--- src/rtl/eth_pkg.sv ---
// Shared Ethernet framing definitions: CRC-32 constants, minimum frame length,
// FCS inserter state encoding and a byte-wide reflected CRC-32 update.
package eth_pkg;

  localparam logic [31:0] ETH_CRC32_POLY_REFL = 32'hEDB88320;
  localparam logic [31:0] ETH_CRC32_INIT      = 32'hFFFFFFFF;
  localparam logic [31:0] ETH_CRC32_RESIDUE   = 32'hDEBB20E3;
  localparam int          ETH_MIN_FRAME_BYTES = 60;

  typedef enum logic [1:0] {PAYLOAD, PAD, FCS} fcs_state_t;

  // One byte through the reflected CRC-32, LSB first.
  function automatic logic [31:0] crc32_update_byte(input logic [31:0] crc,
                                                    input logic [7:0]  b);
    logic [31:0] c;
    c = crc ^ {24'd0, b};
    for (int i = 0; i < 8; i++)
      c = c[0] ? ((c >> 1) ^ ETH_CRC32_POLY_REFL) : (c >> 1);
    return c;
  endfunction

  // A frame with its FCS appended leaves this fixed value in the register.
  function automatic logic crc32_residue_ok(input logic [31:0] crc);
    return crc == ETH_CRC32_RESIDUE;
  endfunction

endpackage

--- src/rtl/eth_crc32.sv ---
// Registered CRC-32 accumulator; init has priority over enable.
// Kept standalone so a receive-side FCS checker can reuse it.
module eth_crc32
  import eth_pkg::*;
(
  input  logic        clk,
  input  logic        rst_n,
  input  logic        i_init,
  input  logic        i_en,
  input  logic [7:0]  i_byte,
  output logic [31:0] o_crc
);

  logic [31:0] r_crc;

  // Accumulate one byte per enabled cycle, restart on init or reset.
  always_ff @(posedge clk or negedge rst_n) begin
    if (!rst_n)      r_crc <= ETH_CRC32_INIT;
    else if (i_init) r_crc <= ETH_CRC32_INIT;
    else if (i_en)   r_crc <= crc32_update_byte(r_crc, i_byte);
  end

  assign o_crc = r_crc;

endmodule

--- src/rtl/axis_eth_fcs_insert.sv ---
// Transmit FCS inserter, 1-byte AXI-Stream: payload in, payload (+pad) + FCS out.
// Define AXIS_ETH_FCS_INSERT_PAD_EN to zero-pad short frames to MIN_FRAME_BYTES;
// without it every frame goes straight from its last byte to the FCS.
module axis_eth_fcs_insert
  import eth_pkg::*;
#(
  parameter int AXIS_BYTES      = 1,
  parameter int MIN_FRAME_BYTES = ETH_MIN_FRAME_BYTES
) (
  input  logic       clk,
  input  logic       sresetn,
  output logic       axis_i_tready,
  input  logic       axis_i_tvalid,
  input  logic       axis_i_tlast,
  input  logic [7:0] axis_i_tdata,
  input  logic       axis_o_tready,
  output logic       axis_o_tvalid,
  output logic       axis_o_tlast,
  output logic [7:0] axis_o_tdata
);

  // Only a byte-wide stream exists; the pad counter is 7 bits wide.
  if (AXIS_BYTES != 1 || MIN_FRAME_BYTES < 1 || MIN_FRAME_BYTES > 127) begin : g_param_err
    $error("axis_eth_fcs_insert: AXIS_BYTES must be 1 and MIN_FRAME_BYTES 1..127");
  end

  fcs_state_t  r_state, w_state_nxt;
  logic [1:0]  r_idx, w_idx_nxt;
  logic        r_tvalid, r_tlast;
  logic [7:0]  r_tdata;
  logic        w_load, w_ld_vld, w_ld_last;
  logic [7:0]  w_ld_data, w_fcs_byte;
  logic        w_crc_en, w_crc_init;
  logic [31:0] w_crc, w_fcs;

`ifdef AXIS_ETH_FCS_INSERT_PAD_EN
  localparam logic [6:0] MIN7 = 7'(MIN_FRAME_BYTES);
  logic [6:0] r_cnt, w_cnt_nxt, w_cnt_inc;
  assign w_cnt_inc = (r_cnt >= MIN7) ? r_cnt : r_cnt + 7'd1;
`endif

  // Output register takes a new byte whenever it is empty or being drained.
  assign w_load        = !r_tvalid || axis_o_tready;
  assign axis_i_tready = sresetn && (r_state == PAYLOAD) && w_load;
  assign w_fcs         = ~w_crc;

  // FCS goes out least significant byte first.
  always_comb begin
    case (r_idx)
      2'd0:    w_fcs_byte = w_fcs[7:0];
      2'd1:    w_fcs_byte = w_fcs[15:8];
      2'd2:    w_fcs_byte = w_fcs[23:16];
      default: w_fcs_byte = w_fcs[31:24];
    endcase
  end

  // Next state and the byte to present on the next load.
  always_comb begin
    w_state_nxt = r_state;
    w_idx_nxt   = r_idx;
    w_ld_vld    = 1'b0;
    w_ld_last   = 1'b0;
    w_ld_data   = 8'h00;
    w_crc_en    = 1'b0;
    w_crc_init  = 1'b0;
`ifdef AXIS_ETH_FCS_INSERT_PAD_EN
    w_cnt_nxt   = r_cnt;
`endif
    case (r_state)
      PAYLOAD: begin
        if (axis_i_tready && axis_i_tvalid) begin
          w_ld_vld  = 1'b1;
          w_ld_data = axis_i_tdata;
          w_crc_en  = 1'b1;
`ifdef AXIS_ETH_FCS_INSERT_PAD_EN
          w_cnt_nxt = w_cnt_inc;
          if (axis_i_tlast) w_state_nxt = (w_cnt_inc < MIN7) ? PAD : FCS;
`else
          if (axis_i_tlast) w_state_nxt = FCS;
`endif
        end
      end
`ifdef AXIS_ETH_FCS_INSERT_PAD_EN
      PAD: begin
        if (w_load) begin
          w_ld_vld  = 1'b1;
          w_crc_en  = 1'b1;
          w_cnt_nxt = w_cnt_inc;
          if (w_cnt_inc >= MIN7) w_state_nxt = FCS;
        end
      end
`endif
      FCS: begin
        if (w_load) begin
          w_ld_vld  = 1'b1;
          w_ld_data = w_fcs_byte;
          w_ld_last = (r_idx == 2'd3);
          w_idx_nxt = r_idx + 2'd1;
          if (r_idx == 2'd3) begin
            w_state_nxt = PAYLOAD;
            w_crc_init  = 1'b1;
`ifdef AXIS_ETH_FCS_INSERT_PAD_EN
            w_cnt_nxt   = 7'd0;
`endif
          end
        end
      end
      default: w_state_nxt = PAYLOAD;
    endcase
  end

  // Control state: frame phase, FCS byte index and pad count.
  always_ff @(posedge clk or negedge sresetn) begin
    if (!sresetn) begin
      r_state <= PAYLOAD;
      r_idx   <= 2'd0;
`ifdef AXIS_ETH_FCS_INSERT_PAD_EN
      r_cnt   <= 7'd0;
`endif
    end else begin
      r_state <= w_state_nxt;
      r_idx   <= w_idx_nxt;
`ifdef AXIS_ETH_FCS_INSERT_PAD_EN
      r_cnt   <= w_cnt_nxt;
`endif
    end
  end

  // Single output register stage; holds while stalled.
  always_ff @(posedge clk or negedge sresetn) begin
    if (!sresetn) begin
      r_tvalid <= 1'b0;
      r_tlast  <= 1'b0;
      r_tdata  <= 8'h00;
    end else if (w_load) begin
      r_tvalid <= w_ld_vld;
      r_tlast  <= w_ld_last;
      r_tdata  <= w_ld_data;
    end
  end

  eth_crc32 u_crc (
    .clk    (clk),
    .rst_n  (sresetn),
    .i_init (w_crc_init),
    .i_en   (w_crc_en),
    .i_byte (w_ld_data),
    .o_crc  (w_crc)
  );

  assign axis_o_tvalid = r_tvalid;
  assign axis_o_tlast  = r_tlast;
  assign axis_o_tdata  = r_tdata;

endmodule

--- config.mk ---
export PLATFORM = sky130hd
export DESIGN_NAME = axis_eth_fcs_insert
export DESIGN_NICKNAME = d
export VERILOG_FILES = /design/src/rtl/eth_pkg.sv /design/src/rtl/eth_crc32.sv /design/src/rtl/axis_eth_fcs_insert.sv
export SDC_FILE = /design/constraint.sdc
export NUM_CORES = 1
export LEC_CHECK = 0
export CAP_MARGIN = 30
export CORE_MARGIN = 2
export CORE_UTILIZATION = 58
export CTS_CLUSTER_DIAMETER = 120
export DETAILED_ROUTE_END_ITERATION = 6
export DONT_BUFFER_PORTS = 1
export PLACE_DENSITY = 0.83
export SYNTH_ARGS = -nofsm -noshare
export SYNTH_HDL_FRONTEND = slang
export SYNTH_SLANG_ARGS = --single-unit
--- constraint.sdc ---
create_clock -name clk -period 3.2 [get_ports clk]
set_input_delay 0.32 -clock clk [delete_from_list [all_inputs] [get_ports clk]]
set_output_delay 0.32 -clock clk [all_outputs]
set_load 0.1 [all_outputs]
==> impl_metrics.py, run 1 <==
metrics = {
    "floorplanning": {
        "core_sq_um": 5070,
        "start_util_pct": 59.5,
        "die_y_um": 76.1,
        "dieArea_sq_um": 5800,
        "die_w_um": 76.1,
        "io_pins": 24,
        "rows": 26,
    },
    "timing": {
        "setup_viol": 0,
        "fmax_ghz": 0.328,
        "final_hold_viol_count": 0,
        "rsz0062_at_grt": "no",
        "fin_crit_sh_pct": 95.3,
        "min_period_ns": 3.05,
        "setup_tns_ns": 0,
        "finalWorstSetupSlack_ns": 0.151,
        "finClkSkew_ns": 0.00939,
        "maxSlewViolCount": 0,
        "slew_headroom_pct": 39.8,
        "worst_pin_slew_ns": 0.902,
    },
    "final_layout": {
        "final_layout_size_suffix_gt1_share_pct": 31.7,
        "multi_input_area_sq_um": 1860,
        "n_fill_cell": 356,
        "diodes": 0,
        "fin_cells": 357,
        "final_nets": 303,
        "register_area_sq_um": 1170,
        "final_area_sq_um": 3470,
        "syn2layout_area_growth_pct": 15.1,
    },
    "critical_path": {
        "critPathKind": "reg -> reg",
        "critPathLaunchType": "register",
        "critPathRequiredTime_ns": 3.44,
        "cp.arrival_ns": 3.29,
        "worst-path-max-fanout": 8,
        "worstRegToRegCells": 10,
        "r2r_slack_ns": 0.15,
        "r2r_start": "r_idx[1]",
        "critPathCaptureType": "register",
        "r2r-end": "u_crc.o_crc[21]",
    },
    "synth": {
        "synth_seq_area_share_pct": 38.6,
        "synthCells": 259,
        "ys_ff_latch": 45,
        "post_synth.cell_area_avg_sq_um": 11.7,
        "ys_warn_count": 0,
        "syn_area_sq_um": 3020,
        "syn-num-nets": 276,
        "yosysUniqueCellTypes": 33,
    },
    "job": {
        "cap_violations": 0,
    },
    "global_route": {
        "grt_start_max_net_pins": 46,
        "gr-usage-all-layers_pct": 25.8,
        "first_global_vias": 2169,
        "grt_pass1_wl_mm": 11.5,
        "antenna_found_initial": 0,
        "overflow": 0,
    },
    "worst_hold_path": {
        "min_to": "axis_o_tdata[7]",
        "holdCritStartpoint": "axis_i_tdata[7]",
        "hold_class": "in -> reg",
        "whs_path_depth": 2,
    },
    "cts": {
        "cts_tree": "built",
        "clk_path_buf_depth": 2,
        "htree_num_levels": 2,
        "cts_made_buffers": 5,
        "cts_root_buf": "clkbuf_8",
        "cts.sinks": 45,
        "clk_pin_slew_ns": 0.09,
        "clk_latency_ns": 0.31,
    },
    "routing": {
        "drt_iter0_markers": 170,
        "post_drt_via_cell_ratio": 5.88,
        "wirelength_mm": 7.14,
        "wl_per_cell_um": 20.0,
        "drtPass1Iterations": 4,
        "ant_nets": 0,
        "drc": 0,
        "vias": 2099,
    },
    "placed_design": {
        "dp_slack_ns": 0.0467,
        "finalWeightedCongestion": 0.875,
        "io_buffers": 0,
        "dpl.hpwl_mm": 4.78,
        "numPlacedInstances": 342,
        "place_area_sq_um": 3250,
    },
    "outcome": {
        "outcome": "finished, final reports clean",
    },
}
==> stage by stage <==
| step | util (%) | hold WS [ns] |
|---|---|---|
| 2_1_floorplan | - | 0.0244 |
| 3_3_place_gp | 64.0 | 0.0254 |
| 3_5_place_dp | 64.0 | 0.0255 |
| 4_1_cts | 67.0 | 0.162 |
| 5_1_grt | 68.4 | 0.165 |
| 6_report | 68.4 | 0.162 |
==> cell usage after synthesis <==
cell | instances | area (sq um)
clkbuf_1 | 7 | 26.3
xnor3_2 | 4 | 95.1
xnor3_1 | 11 | 248
a21o_1 | 2 | 15.0
xnor2_2 | 8 | 130
a21oi_1 | 22 | 110
nand2_1 | 30 | 113
xnor2_1 | 33 | 289
xnor2_4 | 2 | 55.1
inv_1 | 2 | 7.51
a32o_1 | 2 | 20.0
a32oi_1 | 2 | 17.5
buf_2 | 2 | 10.0
o211ai_1 | 6 | 45.0
o21ai_0 | 1 | 5.00
dfstp_2 | 32 | 841
xor3_1 | 4 | 95.1
xor2_2 | 1 | 16.3
xor2_4 | 2 | 55.1
nor3b_1 | 1 | 7.51
or4_1 | 8 | 60.1
and4b_1 | 1 | 10.0
nor2_1 | 20 | 75.1
a21o_2 | 1 | 8.76
nand2b_1 | 1 | 6.26
a32oi_2 | 3 | 48.8
ha_1 | 4 | 50.1
o22a_1 | 6 | 52.6
and2_1 | 1 | 6.26
dfrtp_1 | 13 | 325
nor2b_1 | 25 | 156
or3_1 | 1 | 6.26
a32o_2 | 1 | 11.3
==> worst max-delay path, cell delays in order (launching register included) <==
cell and delay [ns]:
dfrtp_1 0.38, inv_1 0.08, ha_1 0.30, nor2b_1 0.18
or4_1 0.48, a32o_2 0.33, xor2_4 0.16, buf_4 0.21
xnor2_4 0.24, xor3_1 0.45, a21oi_1 0.16
==> worst max path at each step <==
stage	startpoint	end
floorplan	axis_o_tvalid	u_crc.o_crc[0]
global placement	r_idx[0]	u_crc.o_crc[21]
detailed placement	r_idx[0]	u_crc.o_crc[4]
CTS	r_idx[0]	u_crc.o_crc[4]
global route	r_idx[1]	u_crc.o_crc[16]
finish	r_idx[1]	u_crc.o_crc[21]
==> kinds of logic (layout without fill, tap and decap cells) <==
logic type	count (synthesis)	count (layout)	synth area share [%]
XOR/XNOR	65	65	32.6
AO/OA/AOI/OAI	46	46	11.1
AND/OR/NAND/NOR	88	88	14.6
flip-flops	45	45	38.6
buffers and inverters	11	39	1.45
adder cells (fa/ha/maj)	4	4	1.66
==> timing repair <==
action                                 in CTS  in global routing
hold buffers                                2                  0
gates resized for setup                     0                  4
endpoints found under the hold margin      45                  0
setup endpoints to repair                   0                 13
setup buffers                               0                  5
==> state kept, by name, summed over array words and instances (netlist names) <==
name,count
r_state,1
u_crc.o_crc,32
axis_o_tvalid,1
axis_o_tdata,8
r_idx,2
axis_o_tlast,1
==> cells in the final DEF, fill, tap and decap left out, types with 2 or more instances in the layout <==
cell type / synthesis / layout
o22a_1: 6 / 6
dfrtp_1: 13 / 13
a21o_1: 2 / 2
or4_1: 8 / 8
dfstp_2: 32 / 32
nand2_1: 30 / 30
nor2_1: 20 / 20
clkbuf_8: 0 / 6
xnor2_4: 2 / 4
xnor2_1: 33 / 33
xor3_1: 4 / 4
o211ai_1: 6 / 6
a32o_1: 2 / 2
inv_1: 2 / 2
ha_1: 4 / 3
a32oi_2: 3 / 3
nor2b_1: 25 / 25
xnor2_2: 8 / 6
xor2_4: 2 / 3
buf_4: 0 / 27
xnor3_2: 4 / 4
xnor3_1: 11 / 11
a32oi_1: 2 / 2
a21oi_1: 22 / 22
==> layout make-up <==
class,instances,share of cell area (%)
timing repair buffer,29,6.92
clock inverter,1,0.865
tap,70,2.52
sequential,45,33.6
inverter,2,0.216
clock buffer,7,2.49
multi-input combinational,203,53.4
==> per-layer routing <==
layer,global-route usage (%),up-vias,wire length [um]
li1,-,941,-
met1,32.6,1080,2900
met2,45.4,66,3720
met3,4.98,12,414
met4,7.82,0,117
met5,0,-,0
Power of run 1 is left out: the tool's default activity adds up to more than one toggle a clock period on the data nets, which glitch-free logic cannot reach.
==> run 2: changes to the inputs <==
--- a/config.mk
+++ b/config.mk
@@ -9,6 +9,7 @@
 export CORE_MARGIN = 2
 export CORE_UTILIZATION = 58
 export CTS_CLUSTER_DIAMETER = 120
+export CTS_CLUSTER_SIZE = 30
 export DETAILED_ROUTE_END_ITERATION = 6
 export DONT_BUFFER_PORTS = 1
 export PLACE_DENSITY = 0.83
==> results of run 2 <==
Final layout, timing and power as in run 1 (identical DEF).
Power of run 2 is left out for the same reason.
==> run 3: changes to the inputs <==
--- a/config.mk
+++ b/config.mk
@@ -6,13 +6,16 @@
 export NUM_CORES = 1
 export LEC_CHECK = 0
 export CAP_MARGIN = 30
+export CORE_ASPECT_RATIO = 1.2
 export CORE_MARGIN = 2
 export CORE_UTILIZATION = 58
 export CTS_CLUSTER_DIAMETER = 120
 export CTS_CLUSTER_SIZE = 30
 export DETAILED_ROUTE_END_ITERATION = 6
 export DONT_BUFFER_PORTS = 1
+export HOLD_SLACK_MARGIN = 0.05
 export PLACE_DENSITY = 0.83
+export REMOVE_ABC_BUFFERS = 1
 export SYNTH_ARGS = -nofsm -noshare
 export SYNTH_HDL_FRONTEND = slang
 export SYNTH_SLANG_ARGS = --single-unit
==> run 3 against run 2 <==
  * Critical path type unchanged
  * Via count shrank 3.9%
  * Highest routed layer is now met5
  * First-iteration DRC count grew 12%
  * Clock skew shrank 0.0069 ns
  * Count of clock-buffer cells in the layout grew 1
==> impl_metrics.py, run 3 (synthesis results as in run 1) <==
metrics = {
    "outcome": {
        "outcome": "finished, final reports clean",
    },
    "placed_design": {
        "place_area_sq_um": 3240,
        "io_buffers": 0,
        "finalWeightedCongestion": 0.900,
        "dpl.hpwl_mm": 4.54,
    },
    "critical_path": {
        "slowest_delay_ns": 0.53,
        "critPathSlowestCell": "or4_1",
        "cpMostUsedCell": "xnor2_4",
        "worst-path-max-fanout": 8,
        "critPathRequiredTime_ns": 3.43,
        "critPathLaunchType": "register",
        "critPathKind": "reg -> reg",
        "crit_chain": "inv_1, ha_1, nor2b_1, or4_1, a32oi_4, xnor2_4, xnor2_4, buf_4, xnor3_1, a21oi_1",
        "cp.arrival_ns": 3.28,
        "critPathCaptureType": "register",
    },
    "routing": {
        "vias": 2018,
        "post_drt_via_cell_ratio": 5.90,
        "wl_per_cell_um": 20.0,
        "wl_met2_mm": 3.47,
        "maxUsedRoutingLayer": "met5",
        "wl_met3_um": 367,
        "ant_nets": 0,
        "drt_iter0_markers": 191,
        "m1WireLength_mm": 2.81,
        "drc": 0,
        "drtPass1Iterations": 4,
        "wirelength_mm": 6.86,
    },
    "timing": {
        "fmax_ghz": 0.327,
        "min_period_ns": 3.06,
        "worst_pin_slew_ns": 0.904,
        "setup_viol": 0,
        "finClkSkew_ns": 0.00253,
        "fin_crit_sh_pct": 95.5,
        "final_hold_viol_count": 0,
        "slew_headroom_pct": 39.7,
        "setup_tns_ns": 0,
        "maxSlewViolCount": 0,
    },
    "final_layout": {
        "syn2layout_area_growth_pct": 14.0,
        "final_area_sq_um": 3440,
        "n_fill_cell": 358,
        "multi_input_area_sq_um": 1880,
        "diodes": 0,
        "largest_register_ffs": 32,
        "final_nets": 298,
        "final_cell_mix": "xnor2_1 (32), dfstp_2 (32), nand2_1 (30), nor2b_1 (25), a21oi_1 (22)",
        "register_area_sq_um": 1170,
        "final_layout_size_suffix_gt1_share_pct": 30.9,
    },
    "floorplanning": {
        "io_pins": 24,
        "dieArea_sq_um": 5800,
        "rows": 28,
        "start_util_pct": 60.7,
        "die_y_um": 83.0,
        "core_sq_um": 4970,
        "die_w_um": 69.9,
    },
    "global_route": {
        "grt_start_max_net_pins": 46,
        "gr-usage-all-layers_pct": 25.8,
        "grt_pass1_wl_mm": 11.6,
        "first_global_vias": 2162,
        "overflow": 0,
        "antenna_found_initial": 1,
    },
    "cts": {
        "htree_num_levels": 2,
        "cts_root_buf": "clkbuf_8",
        "clk_pin_slew_ns": 0.08,
        "cts_tree": "built",
        "cts.sinks": 45,
        "clk_path_buf_depth": 2,
        "clk_latency_ns": 0.30,
        "cts_made_buffers": 5,
    },
    "worst_hold_path": {
        "hold_class": "in -> reg",
    },
    "job": {
        "cap_violations": 0,
    },
}
run 3: final cells by class:
cell class | instances | area share (%)
clock buffer | 8 | 2.33
inverter | 2 | 0.218
multi-input combinational | 203 | 54.6
sequential | 45 | 33.9
tap | 60 | 2.18
timing repair buffer | 24 | 6.77
run 3: critical path: cells and delay by family, from the launching register on:
| kind | cells | cell delay [ns] |
|---|---|---|
| AO/OA/AOI/OAI | 2 | 0.50 |
| XOR/XNOR | 3 | 0.80 |
| adder cells (fa/ha/maj) | 1 | 0.31 |
| buffers and inverters | 2 | 0.28 |
| flip-flops | 1 | 0.39 |
| AND/OR/NAND/NOR | 2 | 0.71 |
run 3: final timing paths:
path / startpoint / to / slack (ns) / cells past startpoint
hold / removal: axis_i_tdata[2] / axis_o_tdata[2] / 0.17 / 2
hold reg to reg: u_crc.o_crc[20] / u_crc.o_crc[20] / 0.52 / 2
setup reg to reg: r_idx[1] / u_crc.o_crc[29] / 0.14 / 10
max in group asynchronous: sresetn / u_crc.o_crc[23] / 2.38 / 2
setup / recovery: r_idx[1] / u_crc.o_crc[29] / 0.14 / 10
min in group asynchronous: sresetn / axis_o_tdata[5] / 0.54 / 2
run 3: through the flow:
step | instances | setup WS, ns | hold slack [ns] | util (%)
after floorplan | 250 | -2.08 | 0.0244 | -
after global placement | 330 | 0.104 | 0.0256 | 65.2
after detailed placement | 330 | 0.0139 | 0.0255 | 65.2
after CTS | 342 | 0.0326 | 0.175 | 68.1
after global routing | 342 | -0.00844 | 0.178 | 69.1
final | 342 | 0.144 | 0.174 | 69.1
run 3: layer usage:
metal	vias up	GRT usage, %
met5	-	0
met4	2	9.62
met3	17	5.95
met2	53	42.3
met1	1016	33.3
li1	930	-
run 3: repair_timing:
item | 4_1_cts | 5_1_grt
hold buffers | 2 | 0
setup buffers | 2 | 0
endpoints found under the hold margin | 45 | 0
pin swaps | 1 | 0
endpoints found under the setup margin | 3 | 12
resized for setup | 1 | 7
Power of run 3 is left out for the same reason.
